File: config.mk
export PLATFORM = sky130hd
export DESIGN_NAME = pipelined_hazard_ctrl_flat
export DESIGN_NICKNAME = d
export VERILOG_FILES = /design/src/rtl/pipelined_hazard_ctrl_if.sv /design/src/rtl/pipelined_hazard_ctrl.sv /design/src/flat_wrapper.sv
export SDC_FILE = /design/constraint.sdc
export NUM_CORES = 1
export LEC_CHECK = 0
export CAP_MARGIN = 20
export CORE_MARGIN = 3
export CORE_UTILIZATION = 41
export CTS_CLUSTER_SIZE = 28
export DETAILED_ROUTE_END_ITERATION = 10
export GPL_TIMING_DRIVEN = 0
export MAX_ROUTING_LAYER = met4
export PLACE_DENSITY = 0.77
export SLEW_MARGIN = 5
export SYNTH_ARGS = -nofsm -noshare
export SYNTH_HDL_FRONTEND = slang
export SYNTH_SLANG_ARGS = --single-unit
File: constraint.sdc
create_clock -name Clk -period 1.9 [get_ports Clk]
set_input_delay 0.285 -clock Clk [delete_from_list [all_inputs] [get_ports Clk]]
set_output_delay 0.285 -clock Clk [all_outputs]
set_load 0.02 [all_outputs]
File: src/rtl/pipelined_hazard_ctrl_if.sv
// Hazard-unit bundle: ID source fields, EXE/MEM destination fields, and the
// forwarding/stall/flush controls and perf counters returned to the pipeline.
interface pipelined_hazard_ctrl_if #(parameter int CNT_W = 16);
  logic [4:0]       ID_rs, ID_rt;
  logic             ID_use_rs, ID_use_rt, ID_Branch_taken;
  logic             EXE_Wreg, EXE_Reg2reg;
  logic [4:0]       EXE_write_reg;
  logic             MEM_Wreg, MEM_Reg2reg;
  logic [4:0]       MEM_write_reg;
  logic [1:0]       FwdA, FwdB;
  logic             Stall, Bubble, Flush_IF;
  logic [CNT_W-1:0] Stall_cnt, Flush_cnt;

  modport master (
    output ID_rs, ID_rt, ID_use_rs, ID_use_rt, ID_Branch_taken,
           EXE_Wreg, EXE_Reg2reg, EXE_write_reg,
           MEM_Wreg, MEM_Reg2reg, MEM_write_reg,
    input  FwdA, FwdB, Stall, Bubble, Flush_IF, Stall_cnt, Flush_cnt
  );

  modport slave (
    input  ID_rs, ID_rt, ID_use_rs, ID_use_rt, ID_Branch_taken,
           EXE_Wreg, EXE_Reg2reg, EXE_write_reg,
           MEM_Wreg, MEM_Reg2reg, MEM_write_reg,
    output FwdA, FwdB, Stall, Bubble, Flush_IF, Stall_cnt, Flush_cnt
  );
endinterface

File: src/rtl/pipelined_hazard_ctrl.sv
// ID-stage hazard unit: per-operand forwarding selects, load-use / no-forward
// stall sequencing, branch flush, and saturating stall/flush counters.
module pipelined_hazard_ctrl_lane #(
  parameter bit FORWARD_EN = 1'b1
) (
  input  logic [4:0] src_i,
  input  logic       use_i,
  input  logic       exe_wreg_i,
  input  logic       exe_reg2reg_i,
  input  logic [4:0] exe_wr_i,
  input  logic       mem_wreg_i,
  input  logic       mem_reg2reg_i,
  input  logic [4:0] mem_wr_i,
  output logic       match_e_o,
  output logic       match_m_o,
  output logic [1:0] fwd_o
);
  // $0 is hardwired zero, so it never creates a dependency
  assign match_e_o = exe_wreg_i & use_i & (exe_wr_i == src_i) & (src_i != 5'd0);
  assign match_m_o = mem_wreg_i & use_i & (mem_wr_i == src_i) & (src_i != 5'd0);

  always_comb begin
    fwd_o = 2'b00;
    if (FORWARD_EN) begin
      if (match_e_o && exe_reg2reg_i) fwd_o = 2'b01;
      else if (match_m_o)             fwd_o = mem_reg2reg_i ? 2'b10 : 2'b11;
    end
  end
endmodule

module pipelined_hazard_ctrl #(
  parameter bit FORWARD_EN = 1'b1,
  parameter int CNT_W      = 16
) (
  input  logic                   Clk,
  input  logic                   Clrn,
  pipelined_hazard_ctrl_if.slave hz
);
  localparam int NUM_SRC = 2;
  localparam logic [CNT_W-1:0] CNT_MAX = {CNT_W{1'b1}};

  typedef enum logic {RUN, STALL} state_e;

  logic [NUM_SRC-1:0][4:0] src;
  logic [NUM_SRC-1:0]      use_src, match_e, match_m;
  logic [NUM_SRC-1:0][1:0] fwd;

  state_e     state_q, state_d;
  logic [1:0] stall_left_q, stall_left_d;
  logic [1:0] need;
  logic       stall, flush;
  logic [CNT_W-1:0] stall_cnt_q, stall_cnt_d, flush_cnt_q, flush_cnt_d;

  assign src     = {hz.ID_rt, hz.ID_rs};
  assign use_src = {hz.ID_use_rt, hz.ID_use_rs};

  for (genvar g = 0; g < NUM_SRC; g++) begin : g_lane
    pipelined_hazard_ctrl_lane #(.FORWARD_EN(FORWARD_EN)) u_lane (
      .src_i        (src[g]),
      .use_i        (use_src[g]),
      .exe_wreg_i   (hz.EXE_Wreg),
      .exe_reg2reg_i(hz.EXE_Reg2reg),
      .exe_wr_i     (hz.EXE_write_reg),
      .mem_wreg_i   (hz.MEM_Wreg),
      .mem_reg2reg_i(hz.MEM_Reg2reg),
      .mem_wr_i     (hz.MEM_write_reg),
      .match_e_o    (match_e[g]),
      .match_m_o    (match_m[g]),
      .fwd_o        (fwd[g])
    );
  end

  // Without forwarding an EXE producer needs two cycles to reach the regfile
  always_comb begin
    need = 2'd0;
    if (FORWARD_EN) begin
      if ((|match_e) && !hz.EXE_Reg2reg) need = 2'd1;
    end else begin
      if (|match_e)      need = 2'd2;
      else if (|match_m) need = 2'd1;
    end
  end

  always_comb begin
    state_d      = state_q;
    stall_left_d = stall_left_q;
    stall        = 1'b0;
    flush        = 1'b0;
    case (state_q)
      RUN: begin
        if (need == 2'd0) begin
          flush = hz.ID_Branch_taken;
        end else begin
          stall = 1'b1;
          if (need == 2'd2) begin
            state_d      = STALL;
            stall_left_d = 2'd1;
          end
        end
      end
      STALL: begin
        stall        = 1'b1;
        stall_left_d = stall_left_q - 2'd1;
        if (stall_left_q <= 2'd1) begin
          state_d      = RUN;
          stall_left_d = 2'd0;
        end
      end
      default: begin
        state_d      = RUN;
        stall_left_d = 2'd0;
      end
    endcase
  end

  always_comb begin
    stall_cnt_d = stall_cnt_q;
    flush_cnt_d = flush_cnt_q;
    if (stall && stall_cnt_q != CNT_MAX) stall_cnt_d = stall_cnt_q + CNT_W'(1);
    if (flush && flush_cnt_q != CNT_MAX) flush_cnt_d = flush_cnt_q + CNT_W'(1);
  end

  always_ff @(posedge Clk or negedge Clrn) begin
    if (!Clrn) begin
      state_q      <= RUN;
      stall_left_q <= 2'd0;
      stall_cnt_q  <= '0;
      flush_cnt_q  <= '0;
    end else begin
      state_q      <= state_d;
      stall_left_q <= stall_left_d;
      stall_cnt_q  <= stall_cnt_d;
      flush_cnt_q  <= flush_cnt_d;
    end
  end

  assign hz.FwdA      = fwd[0];
  assign hz.FwdB      = fwd[1];
  assign hz.Stall     = stall;
  assign hz.Bubble    = stall;
  assign hz.Flush_IF  = flush;
  assign hz.Stall_cnt = stall_cnt_q;
  assign hz.Flush_cnt = flush_cnt_q;
endmodule

File: src/flat_wrapper.sv
// flat-port wrapper written by rule: the top's interface ports become plain ports
module pipelined_hazard_ctrl_flat 
#(
  parameter bit FORWARD_EN = 1'b1,
  parameter int CNT_W      = 16
)
  (Clk, Clrn, hz_ID_rs, hz_ID_rt, hz_ID_use_rs, hz_ID_use_rt, hz_ID_Branch_taken, hz_EXE_Wreg, hz_EXE_Reg2reg, hz_EXE_write_reg, hz_MEM_Wreg, hz_MEM_Reg2reg, hz_MEM_write_reg, hz_FwdA, hz_FwdB, hz_Stall, hz_Bubble, hz_Flush_IF, hz_Stall_cnt, hz_Flush_cnt);
  pipelined_hazard_ctrl_if #(.CNT_W(CNT_W)) hz_i ();
  input  logic Clk;
  input  logic Clrn;
  input wire logic [$bits(hz_i.ID_rs)-1:0] hz_ID_rs;
  input wire logic [$bits(hz_i.ID_rt)-1:0] hz_ID_rt;
  input wire logic [$bits(hz_i.ID_use_rs)-1:0] hz_ID_use_rs;
  input wire logic [$bits(hz_i.ID_use_rt)-1:0] hz_ID_use_rt;
  input wire logic [$bits(hz_i.ID_Branch_taken)-1:0] hz_ID_Branch_taken;
  input wire logic [$bits(hz_i.EXE_Wreg)-1:0] hz_EXE_Wreg;
  input wire logic [$bits(hz_i.EXE_Reg2reg)-1:0] hz_EXE_Reg2reg;
  input wire logic [$bits(hz_i.EXE_write_reg)-1:0] hz_EXE_write_reg;
  input wire logic [$bits(hz_i.MEM_Wreg)-1:0] hz_MEM_Wreg;
  input wire logic [$bits(hz_i.MEM_Reg2reg)-1:0] hz_MEM_Reg2reg;
  input wire logic [$bits(hz_i.MEM_write_reg)-1:0] hz_MEM_write_reg;
  output wire logic [$bits(hz_i.FwdA)-1:0] hz_FwdA;
  output wire logic [$bits(hz_i.FwdB)-1:0] hz_FwdB;
  output wire logic [$bits(hz_i.Stall)-1:0] hz_Stall;
  output wire logic [$bits(hz_i.Bubble)-1:0] hz_Bubble;
  output wire logic [$bits(hz_i.Flush_IF)-1:0] hz_Flush_IF;
  output wire logic [$bits(hz_i.Stall_cnt)-1:0] hz_Stall_cnt;
  output wire logic [$bits(hz_i.Flush_cnt)-1:0] hz_Flush_cnt;
  assign hz_i.ID_rs = hz_ID_rs;
  assign hz_i.ID_rt = hz_ID_rt;
  assign hz_i.ID_use_rs = hz_ID_use_rs;
  assign hz_i.ID_use_rt = hz_ID_use_rt;
  assign hz_i.ID_Branch_taken = hz_ID_Branch_taken;
  assign hz_i.EXE_Wreg = hz_EXE_Wreg;
  assign hz_i.EXE_Reg2reg = hz_EXE_Reg2reg;
  assign hz_i.EXE_write_reg = hz_EXE_write_reg;
  assign hz_i.MEM_Wreg = hz_MEM_Wreg;
  assign hz_i.MEM_Reg2reg = hz_MEM_Reg2reg;
  assign hz_i.MEM_write_reg = hz_MEM_write_reg;
  assign hz_FwdA = hz_i.FwdA;
  assign hz_FwdB = hz_i.FwdB;
  assign hz_Stall = hz_i.Stall;
  assign hz_Bubble = hz_i.Bubble;
  assign hz_Flush_IF = hz_i.Flush_IF;
  assign hz_Stall_cnt = hz_i.Stall_cnt;
  assign hz_Flush_cnt = hz_i.Flush_cnt;
  pipelined_hazard_ctrl #(.FORWARD_EN(FORWARD_EN), .CNT_W(CNT_W)) u_core (.Clk(Clk), .Clrn(Clrn), .hz(hz_i));
endmodule
==> implementation parameters, run 1 <==
Parameter                              Value

Run status
  Status ... finished with violations
  Violations in the final reports ... negative setup slack

Setup path
  Worst R2R Start ... u_core.hz.Flush_cnt[0]
  Type of element capturing the critical path ... register
  CP max FO ... 5
  Capture point of the worst reg-to-reg path ... u_core.hz.Flush_cnt[1]
  CP arrival ... 2150 ps
  CP required ... 2070 ps
  Cells on worst reg2reg path ... 8
  Category of the worst setup path launch point ... register
  Setup slack, reg-to-reg ... -90 ps
  Critical path type ... reg -> reg

Timing
  Final critical delay including setup and external delays ... 1990 ps
  Worst Tran Pin Value ... 770 ps
  Minimum setup slack in the final design ... -85.5 ps
  Worst clock skew ... 3.48 ps
  Setup repair after global routing missed its margin ... true
  Highest Clock Rate ... 0.504 GHz
  Number of hold-slack violations in the final timing report ... 0
  Relative max-transition margin ... 48.6%
  Fin crit share ... 104%
  Slew Limit Fails ... 0
  Finish-stage setup viols ... 3

Logic synthesis
  Synthesized instance count ... 193
  Share of synthesized registers carrying an async set or reset ... 100%
  Distinct cells, synth ... 35
  Share of the synthesized area in the top cell type ... 44.9%
  Main synth FF type ... sky130_fd_sc_hd__dfrtp_1
  Synth warnings ... 0
  Synth area leader ... sky130_fd_sc_hd__dfrtp_1
  Post-synthesis instance area ... 1950 um2
  Post-synth net total ... 224
  Post-synthesis sequential area ratio ... 44.9%
  Syn Area/Cell ... 10.1 um2
  Count of state elements after synthesis ... 35
  Cells taking the most area after synthesis ... sky130_fd_sc_hd__dfrtp_1 (45%), sky130_fd_sc_hd__xor2_1 (9.9%), sky130_fd_sc_hd__xnor2_1 (9.4%)
  Number of enable-type register cells in the synthesized netlist ... 0

Finish
  Commonest non-fill, non-tap cells in the layout ... sky130_fd_sc_hd__clkdlybuf4s50_1 (38), sky130_fd_sc_hd__buf_4 (28), sky130_fd_sc_hd__dfrtp_1 (28)
  Footprint of the multi-input gates ... 1230 um2
  Most frequent standard cell in the layout excluding fill and tap cells ... sky130_fd_sc_hd__clkdlybuf4s50_1
  Net count, final ... 327
  Antenna cells ... 0
  Count of placed standard cells in the final layout, fillers left out ... 349
  FILL cells ... 324
  Area occupied by registers ... 885 um2
  Area growth from synthesis to layout ... 61.6%
  Share of final-layout standard cells stronger than drive strength 1 ... 34.0%

Clock tree
  Number of levels in the clock H-tree ... 2
  Clk slew on worst S/H paths ... 70 ps
  Number of buffers added by the clock tree synthesis step ... 5
  Quantity of hold-fixing buffers added after cts ... 0
  Source-to-sink clock delay at the later pin of the worst-skew pair ... 280 ps
  Clock root buffer ... sky130_fd_sc_hd__clkbuf_8
  CTS tree ... built
  Count of clock tree sinks ... 35
  Number of buffers on the longest clock path ... 2

Power
  Switching Share ... 32.8%
  Overall power after layout ... 2340 uW
  Combinational Power Share ... 36.5%
  Clock network fraction of design power ... 22.4%
  Power Density ... 743 nW/um2
  Leak pwr ... 0.00143 uW
  Share of power burned in registers ... 41.1%
  Switching power total ... 768 uW
  Internal Dissipation ... 1570 uW
  Peak ir drop on the vdd network ... 0.399 mV

Placed design
  DP HPWL ... 3490 um
  IO Port Bufs ... 67
  Final weighted congestion of routability-driven global placement ... 0.804
  Total instance count after detailed placement ... 312

Floorplan
  Starting Density ... 43.6%
  Overall die height ... 75.0 um
  Area of the core region ... 4470 um2
  Chip Width ... 75.0 um
  Die ar. ... 5620 um2
  Io pins ... 68
  Row Count ... 24

Flow run
  Max Cap Violations ... 0

Routing
  First-pass iteration count of the detailed router ... 5
  Final WL ... 5240 um
  Post-DR wirelength/cell ... 15.0 um
  Total vias in the final route ... 1873
  DRC violation total after the first TritonRoute iteration ... 81
  Residual DRC count ... 0
  Remaining antenna violation count ... 0
  Post-DR vias/cell ... 5.37

Global route
  GR Layer Usage met2 ... 32.1%
  First-pass GRT wire length ... 8200 um
  Antenna violations before repair ... 0
  Via count of the first global-routing pass ... 1833
  Met1 track utilization from global routing ... 22.7%
  Global-route met3 utilization ... 5.34%
  Pin count of the biggest net entering global routing ... 36
  Overflow left after global routing ... 0
  Overall fraction of global-route tracks in use ... 19.4%
  Most utilized layer in the global route result ... met2

Worst hold path
  Min-Delay Path Class ... in -> async
area by class of cell:
cell class                      instances  share of cell area [%]
Multi-Input combinational cell        149                    39.1
Timing Repair Buffer                   96                    26.9
Clock buffer                            7                    2.42
Buffer                                  1                   0.357
Clock inverter                          1                   0.159
Sequential cell                        35                    28.1
Tap cell                               52                    2.06
Inverter                                8                   0.953
layer usage:
metal,part of all wire [%],vias up,routed length (um)
met4,1.8,0,92
met5,0,-,0
met3,6.4,11,334
met2,50,65,2620
li1,-,896,-
met1,42,901,2190
sequential cells by signal, indices dropped and copies added, names as in the netlist:
signal / count
u_core.state_q: 1
u_core.hz.Stall_cnt: 16
u_core.hz.Flush_cnt: 16
u_core.stall_left_q: 2
repair_timing:
item / 4_1_cts / 5_1_grt
endpoints found under the setup margin: 38 / 30
resized for setup: 100 / 46
buffers inserted: 15 / 14
pin swaps: 17 / 22
worst max-delay path by stage:
stage	from	to	slack (ps)	cells after the start
4_1_cts	hz_ID_rs[3]	hz_Stall	-60	9
6_report	u_core.hz.Flush_cnt[0]	u_core.hz.Flush_cnt[1]	-90	8
2_1_floorplan	u_core.hz.Flush_cnt[4]	u_core.hz.Flush_cnt[6]	-90	7
3_3_place_gp	hz_ID_rs[4]	hz_Stall	-1010	9
3_5_place_dp	hz_EXE_write_reg[4]	hz_Stall	-990	9
5_1_grt	u_core.hz.Stall_cnt[1]	u_core.hz.Stall_cnt[13]	-140	8
cell usage after synthesis, types with 4 or more instances:
| cell type | number |
|---|---|
| sky130_fd_sc_hd__dfrtp_1 | 35 |
| sky130_fd_sc_hd__nand3_1 | 12 |
| sky130_fd_sc_hd__o21ai_0 | 4 |
| sky130_fd_sc_hd__and3_1 | 7 |
| sky130_fd_sc_hd__a21oi_1 | 5 |
| sky130_fd_sc_hd__nand4_1 | 11 |
| sky130_fd_sc_hd__xnor2_1 | 21 |
| sky130_fd_sc_hd__nand2_1 | 14 |
| sky130_fd_sc_hd__and4_1 | 5 |
| sky130_fd_sc_hd__inv_1 | 7 |
| sky130_fd_sc_hd__xor2_1 | 22 |
| sky130_fd_sc_hd__nor2_1 | 8 |
| sky130_fd_sc_hd__a31oi_1 | 5 |
| sky130_fd_sc_hd__nor3_1 | 10 |
worst max-delay path, stage by stage, from the launching register on:
cell	delay, ps
sky130_fd_sc_hd__dfrtp_2	390
sky130_fd_sc_hd__ha_4	160
sky130_fd_sc_hd__nand3_4	90
sky130_fd_sc_hd__or4_4	450
sky130_fd_sc_hd__o21ai_4	170
sky130_fd_sc_hd__buf_6	120
sky130_fd_sc_hd__nor3_4	50
sky130_fd_sc_hd__buf_4	160
sky130_fd_sc_hd__mux2_4	290
power groups by stage:
| stage | clock network (uW) | logic [uW] | registers, uW |
|---|---|---|---|
| 5_1_grt | 564 | 933 | 977 |
| 3_5_place_dp | 0 | 631 | 995 |
| 6_report | 523 | 854 | 963 |
| 4_1_cts | 539 | 778 | 951 |
| 2_1_floorplan | 0 | 189 | 1090 |
| 3_3_place_gp | 0 | 617 | 993 |
kinds of logic (layout without fill, tap and decap cells):
logic type,after synthesis,count (layout),synth area share [%]
simple gates,78,78,22.6
xor+xnor,43,43,19.3
flops,35,35,44.9
compound gates,21,21,7.06
buf+inv,9,113,1.92
mux,5,5,2.89
fa+ha+maj,2,2,1.28
stage by stage:
stage          hold slack (ps)  setup slack, ps  util (%)  instance area [um2]  setup TNS, ps
3_5_place_dp               416             -986      60.4                 2700         -20080
4_1_cts                    101            -60.8      65.5                 2930           -144
2_1_floorplan            -10.6            -86.9         -                 1970          -86.9
5_1_grt                    124             -138      70.4                 3150          -1180
6_report                  67.7            -85.5      70.4                 3150           -152
3_3_place_gp               468            -1010      60.5                 2710         -26980
No activity file was read; power rests on OpenSTA's default activity.
==> run 2, diff against run 1 <==
--- a/config.mk
+++ b/config.mk
@@ -8,6 +8,7 @@
 export CAP_MARGIN = 20
 export CORE_MARGIN = 3
 export CORE_UTILIZATION = 41
+export CTS_BUF_LIST = sky130_fd_sc_hd__clkbuf_8 sky130_fd_sc_hd__clkbuf_16
 export CTS_CLUSTER_SIZE = 28
 export DETAILED_ROUTE_END_ITERATION = 10
 export GPL_TIMING_DRIVEN = 0
==> run 2 against run 1 <==
Effect of this change: the run still ends with negative setup slack left; worst setup slack got worse by 14 ps; total power increased by 0.26%; sequential share of layout area down 0.30 points; clock skew up 2.4 ps; combinational power is 1% higher; critical path type unchanged; critical endpoint is now u_core.hz.Stall_cnt[1]; highest routed layer unchanged.
==> implementation parameters, run 2 (synthesis gave the netlist of run 1 again) <==
Parameter                              Value

Run status
  Status ... finished with violations
  Violations in the final reports ... negative setup slack

Setup path
  Category of cells accounting for the largest share of critical-path delay ... simple AND/OR/NAND/NOR gates
  Chain of cells forming the critical path ... ha_2 -> and3_4 -> nand4_1 -> nor3_4 -> buf_6 -> a21oi_4 -> mux2_4
  Worst path slowest cell ... sky130_fd_sc_hd__dfrtp_1
  Type of element capturing the critical path ... register
  Maximum cell stage delay along the critical path ... 410 ps
  CP max FO ... 8
  CP required ... 2080 ps
  Worst Path Buf+Inv ... 1
  Category of the worst setup path launch point ... register
  Critical path type ... reg -> reg
  CP arrival ... 2180 ps

Placed design
  IO Port Bufs ... 67
  Final weighted congestion of routability-driven global placement ... 0.804
  DP HPWL ... 3490 um

Clock tree
  Number of levels in the clock H-tree ... 2
  Clk slew on worst S/H paths ... 70 ps
  Number of buffers on the longest clock path ... 2
  CTS tree ... built
  Quantity of hold-fixing buffers added after cts ... 0
  Source-to-sink clock delay at the later pin of the worst-skew pair ... 290 ps
  Clock root buffer ... sky130_fd_sc_hd__clkbuf_8
  Number of buffers added by the clock tree synthesis step ... 5
  Count of clock tree sinks ... 35

Global route
  First-pass GRT wire length ... 8150 um
  Pin count of the biggest net entering global routing ... 36
  Overflow left after global routing ... 0
  Antenna violations before repair ... 0
  Via count of the first global-routing pass ... 1823
  Overall fraction of global-route tracks in use ... 19.4%

Finish
  Commonest non-fill, non-tap cells in the layout ... sky130_fd_sc_hd__clkdlybuf4s50_1 (38), sky130_fd_sc_hd__dfrtp_1 (28), sky130_fd_sc_hd__buf_4 (27)
  Share of final-layout standard cells stronger than drive strength 1 ... 34.0%
  Antenna cells ... 0
  Most frequent standard cell in the layout excluding fill and tap cells ... sky130_fd_sc_hd__clkdlybuf4s50_1
  Area growth from synthesis to layout ... 63.3%
  Net count, final ... 327

Power
  Switching power total ... 776 uW
  Internal Dissipation ... 1570 uW
  Leak pwr ... 0.00145 uW
  Switching Share ... 33.1%
  Power Density ... 737 nW/um2
  Combinational Power Share ... 36.9%
  Peak ir drop on the vdd network ... 0.424 mV
  Share of power burned in registers ... 41.0%
  Clock network fraction of design power ... 22.1%

Timing
  Highest Clock Rate ... 0.500 GHz
  Worst clock skew ... 5.84 ps
  Fin crit share ... 105%
  Slew Limit Fails ... 0
  Hold_ws ... 76.3 ps
  Final critical delay including setup and external delays ... 2000 ps
  Worst Tran Pin Value ... 785 ps
  Finish-stage setup viols ... 12
  Setup repair after global routing missed its margin ... true
  Minimum setup slack in the final design ... -99.8 ps
  Final TNS setup ... -432 ps
  Number of hold-slack violations in the final timing report ... 0
  Relative max-transition margin ... 47.7%

Routing
  Residual DRC count ... 0
  Remaining antenna violation count ... 0
  DRC violation total after the first TritonRoute iteration ... 88
  Final WL ... 5420 um
  Post-DR wirelength/cell ... 15.5 um
  Post-DR vias/cell ... 5.46
  First-pass iteration count of the detailed router ... 4
  Met2 wire length ... 2700 um
  Total vias in the final route ... 1904
  Highest Signal Layer ... met4
  Length of routed wiring on met1 ... 2190 um
  Routed wire length on met3 ... 341 um

Flow run
  Max Cap Violations ... 0

Floorplan
  Die ar. ... 5620 um2
  Overall die height ... 75.0 um
  Area of the core region ... 4470 um2
  Row Count ... 24
  Starting Density ... 43.6%
  Chip Width ... 75.0 um
  Io pins ... 68

Worst hold path
  Min-Delay Path Class ... in -> async
run 2: final cells by class:
type / instances / area [um2]
repair buffers: 96 / 857
clock buffers: 5 / 68.8
well taps: 52 / 65.1
clock inverters: 3 / 12.5
multi-input cells: 149 / 1260
plain buffers: 1 / 11.3
fillers: 314 / 1290
inverters: 8 / 30.0
flip-flops and latches: 35 / 885
run 2: layer usage:
layer	GRT usage [%]	vias up
met1	22.5	915
met5	-	-
met3	5.34	20
li1	-	893
met2	32.0	76
met4	6.92	0
run 2: power groups by stage:
stage | Clock (uW) | Sequential [uW] | Combinational [uW]
floorplan | 0 | 1090 | 189
global placement | 0 | 993 | 617
detailed placement | 0 | 995 | 631
CTS | 528 | 951 | 778
global route | 554 | 975 | 942
finish | 520 | 962 | 865
run 2: final timing paths:
| path | from | end | slack [ps] | depth (start not counted) |
|---|---|---|---|---|
| max | u_core.hz.Stall_cnt[1] | u_core.hz.Stall_cnt[1] | -100 | 7 |
| min | Clrn | u_core.hz.Stall_cnt[6] | 80 | 1 |
| max reg2reg | u_core.hz.Stall_cnt[1] | u_core.hz.Stall_cnt[1] | -100 | 7 |
| min reg2reg | u_core.hz.Stall_cnt[10] | u_core.hz.Stall_cnt[10] | 490 | 1 |
| max in group asynchronous | Clrn | u_core.hz.Flush_cnt[6] | 1280 | 1 |
| min in group Clk | u_core.hz.Stall_cnt[10] | u_core.hz.Stall_cnt[10] | 490 | 1 |
run 2: per-stage QoR:
step | area (um2) | total power [uW] | utilization, % | instances | worst slack, ps
after floorplan | 1970 | 1270 | - | 193 | -86.9
after global placement | 2710 | 1610 | 60.5 | 312 | -1010
after detailed placement | 2700 | 1630 | 60.4 | 312 | -986
after CTS | 2930 | 2260 | 65.5 | 335 | -60.8
after global routing | 3190 | 2470 | 71.2 | 349 | -195
final | 3190 | 2350 | 71.2 | 349 | -99.8
run 2: what timing repair did:
| item | in CTS | in global routing |
|---|---|---|
| pin swaps | 17 | 20 |
| setup endpoints to repair | 38 | 30 |
| buffers inserted | 15 | 15 |
| resized for setup | 100 | 45 |
==> run 3, diff against run 2 <==
--- a/config.mk
+++ b/config.mk
@@ -14,6 +14,7 @@
 export GPL_TIMING_DRIVEN = 0
 export MAX_ROUTING_LAYER = met4
 export PLACE_DENSITY = 0.77
+export RECOVER_POWER = 100
 export SLEW_MARGIN = 5
 export SYNTH_ARGS = -nofsm -noshare
 export SYNTH_HDL_FRONTEND = slang
==> run 3 against run 2 <==
Effect of this change: the flow still finishes with violations (negative setup slack); clock power about the same; via count unchanged; worst setup slack unchanged; non-clock buffer count unchanged; sequential share of layout area unchanged; fmax unchanged; first-iteration DRC count unchanged; cell count unchanged; largest cell class unchanged; largest power group unchanged; highest routed layer unchanged.
==> implementation parameters, run 3 (synthesis gave the netlist of run 1 again) <==
Parameter                              Value

Run status
  Status ... finished with violations
  Violations in the final reports ... negative setup slack

Clock tree
  Number of levels in the clock H-tree ... 2
  Quantity of hold-fixing buffers added after cts ... 0
  CTS tree ... built
  Clock root buffer ... sky130_fd_sc_hd__clkbuf_8
  Number of buffers on the longest clock path ... 2
  Clk slew on worst S/H paths ... 70 ps
  Count of clock tree sinks ... 35
  Number of buffers added by the clock tree synthesis step ... 5
  Source-to-sink clock delay at the later pin of the worst-skew pair ... 290 ps

Routing
  DRC violation total after the first TritonRoute iteration ... 88
  Remaining antenna violation count ... 0
  Final WL ... 5420 um
  First-pass iteration count of the detailed router ... 4
  Residual DRC count ... 0
  Post-DR wirelength/cell ... 15.5 um
  Total vias in the final route ... 1904
  Post-DR vias/cell ... 5.46

Placed design
  DP HPWL ... 3490 um
  Final weighted congestion of routability-driven global placement ... 0.804
  IO Port Bufs ... 67
  Total instance count after detailed placement ... 312
  Worst Setup Slack post-DPL ... -986 ps

Setup path
  Critical path type ... reg -> reg
  CP arrival ... 2180 ps
  Cells on worst reg2reg path ... 7
  Maximum cell stage delay along the critical path ... 410 ps
  Category of the worst setup path launch point ... register
  Chain of cells forming the critical path ... ha_2 -> and3_4 -> nand4_1 -> nor3_4 -> buf_6 -> a21oi_4 -> mux2_4
  CP max FO ... 8
  Worst path slowest cell ... sky130_fd_sc_hd__dfrtp_1
  Type of element capturing the critical path ... register
  CP required ... 2080 ps

Floorplan
  Starting Density ... 43.6%
  Die ar. ... 5620 um2
  Io pins ... 68
  Overall die height ... 75.0 um
  Chip Width ... 75.0 um
  Area of the core region ... 4470 um2
  Row Count ... 24

Global route
  Overflow left after global routing ... 0
  Via count of the first global-routing pass ... 1823
  Pin count of the biggest net entering global routing ... 36
  Most utilized layer in the global route result ... met2
  GR Layer Usage met2 ... 32.0%
  Met1 track utilization from global routing ... 22.5%
  Antenna violations before repair ... 0
  Overall fraction of global-route tracks in use ... 19.4%
  Global-route met3 utilization ... 5.34%
  First-pass GRT wire length ... 8150 um

Timing
  Setup repair after global routing missed its margin ... true
  Slew Limit Fails ... 0
  Relative max-transition margin ... 41.2%
  Final critical delay including setup and external delays ... 2000 ps
  Minimum setup slack in the final design ... -99.8 ps
  Highest Clock Rate ... 0.500 GHz
  Worst Tran Pin Value ... 882 ps
  Worst clock skew ... 5.84 ps
  Number of hold-slack violations in the final timing report ... 0
  Fin crit share ... 105%
  Finish-stage setup viols ... 12

Finish
  Count of placed standard cells in the final layout, fillers left out ... 349
  Most frequent standard cell in the layout excluding fill and tap cells ... sky130_fd_sc_hd__clkdlybuf4s50_1
  Antenna cells ... 0
  Net count, final ... 327
  Commonest non-fill, non-tap cells in the layout ... sky130_fd_sc_hd__clkdlybuf4s50_1 (38), sky130_fd_sc_hd__dfrtp_1 (28), sky130_fd_sc_hd__buf_4 (27)
  Share of final-layout standard cells stronger than drive strength 1 ... 34.0%
  Area growth from synthesis to layout ... 63.3%

Power
  Peak ir drop on the vdd network ... 0.424 mV
  Leak pwr ... 0.00145 uW
  Power Density ... 737 nW/um2

Flow run
  Max Cap Violations ... 0

Worst hold path
  Min-Delay Path Class ... in -> async
run 3: changes by cell type in the layout (fill, tap and decap cells not counted), sizes merged:
cell	change
buf	-1
clkbuf	+1
run 3: layout make-up:
cell class                 count  area [um2]
buffer                         1        11.3
clock buffer                   5        68.8
clock inverter                 3        12.5
fill                         314        1290
inverter                       8        30.0
multi-input combinational    149        1260
sequential                    35         885
tap                           52        65.1
timing repair buffer          96         857
run 3: routing by layer:
| layer | up-vias | share of wire, % |
|---|---|---|
| li1 | 893 | - |
| met1 | 915 | 40 |
| met2 | 76 | 50 |
| met3 | 20 | 6.3 |
| met4 | 0 | 3.3 |
| met5 | - | 0 |
run 3: stage by stage:
stage	TNS, ps	hold WS [ps]	util, %	total power (uW)	area, um2
floorplan	-86.9	-10.6	-	1270	1970
global placement	-26980	468	60.5	1610	2710
detailed placement	-20080	416	60.4	1630	2700
CTS	-142	100	65.5	2260	2930
global route	-2110	164	71.2	2470	3190
finish	-432	105	71.2	2350	3190
run 3: final timing paths:
kind / from / slack (ps) / to
worst max-delay path: u_core.hz.Stall_cnt[1] / -100 / u_core.hz.Stall_cnt[1]
max in group asynchronous: Clrn / 1190 / u_core.hz.Flush_cnt[6]
worst min-delay path: Clrn / 110 / u_core.hz.Stall_cnt[6]
worst max register to register: u_core.hz.Stall_cnt[1] / -100 / u_core.hz.Stall_cnt[1]
worst min register to register: u_core.hz.Stall_cnt[10] / 490 / u_core.hz.Stall_cnt[10]
min in group Clk: u_core.hz.Stall_cnt[10] / 490 / u_core.hz.Stall_cnt[10]
run 3: what timing repair did:
action / 4_1_cts / 5_1_grt
pin swaps: 17 / 20
endpoints found under the setup margin: 38 / 30
gates resized for setup: 100 / 45
buffers inserted: 15 / 15
run 3: power by group:
part | internal [uW] | leakage, uW | switching [uW] | total (uW)
combinational | 473 | 0.000949 | 392 | 865
sequential | 850 | 0.000454 | 111 | 962
clock | 247 | 0.0000505 | 273 | 520
run 3: critical path, delay by kind of cell (launching register included):
family,cells,cell delay [ps]
AOI/OAI and AO/OA,1,60
muxes,1,310
DFF,1,410
and+or+nand+nor,3,730
buffers and inverters,1,160
adders and majority gates,1,210
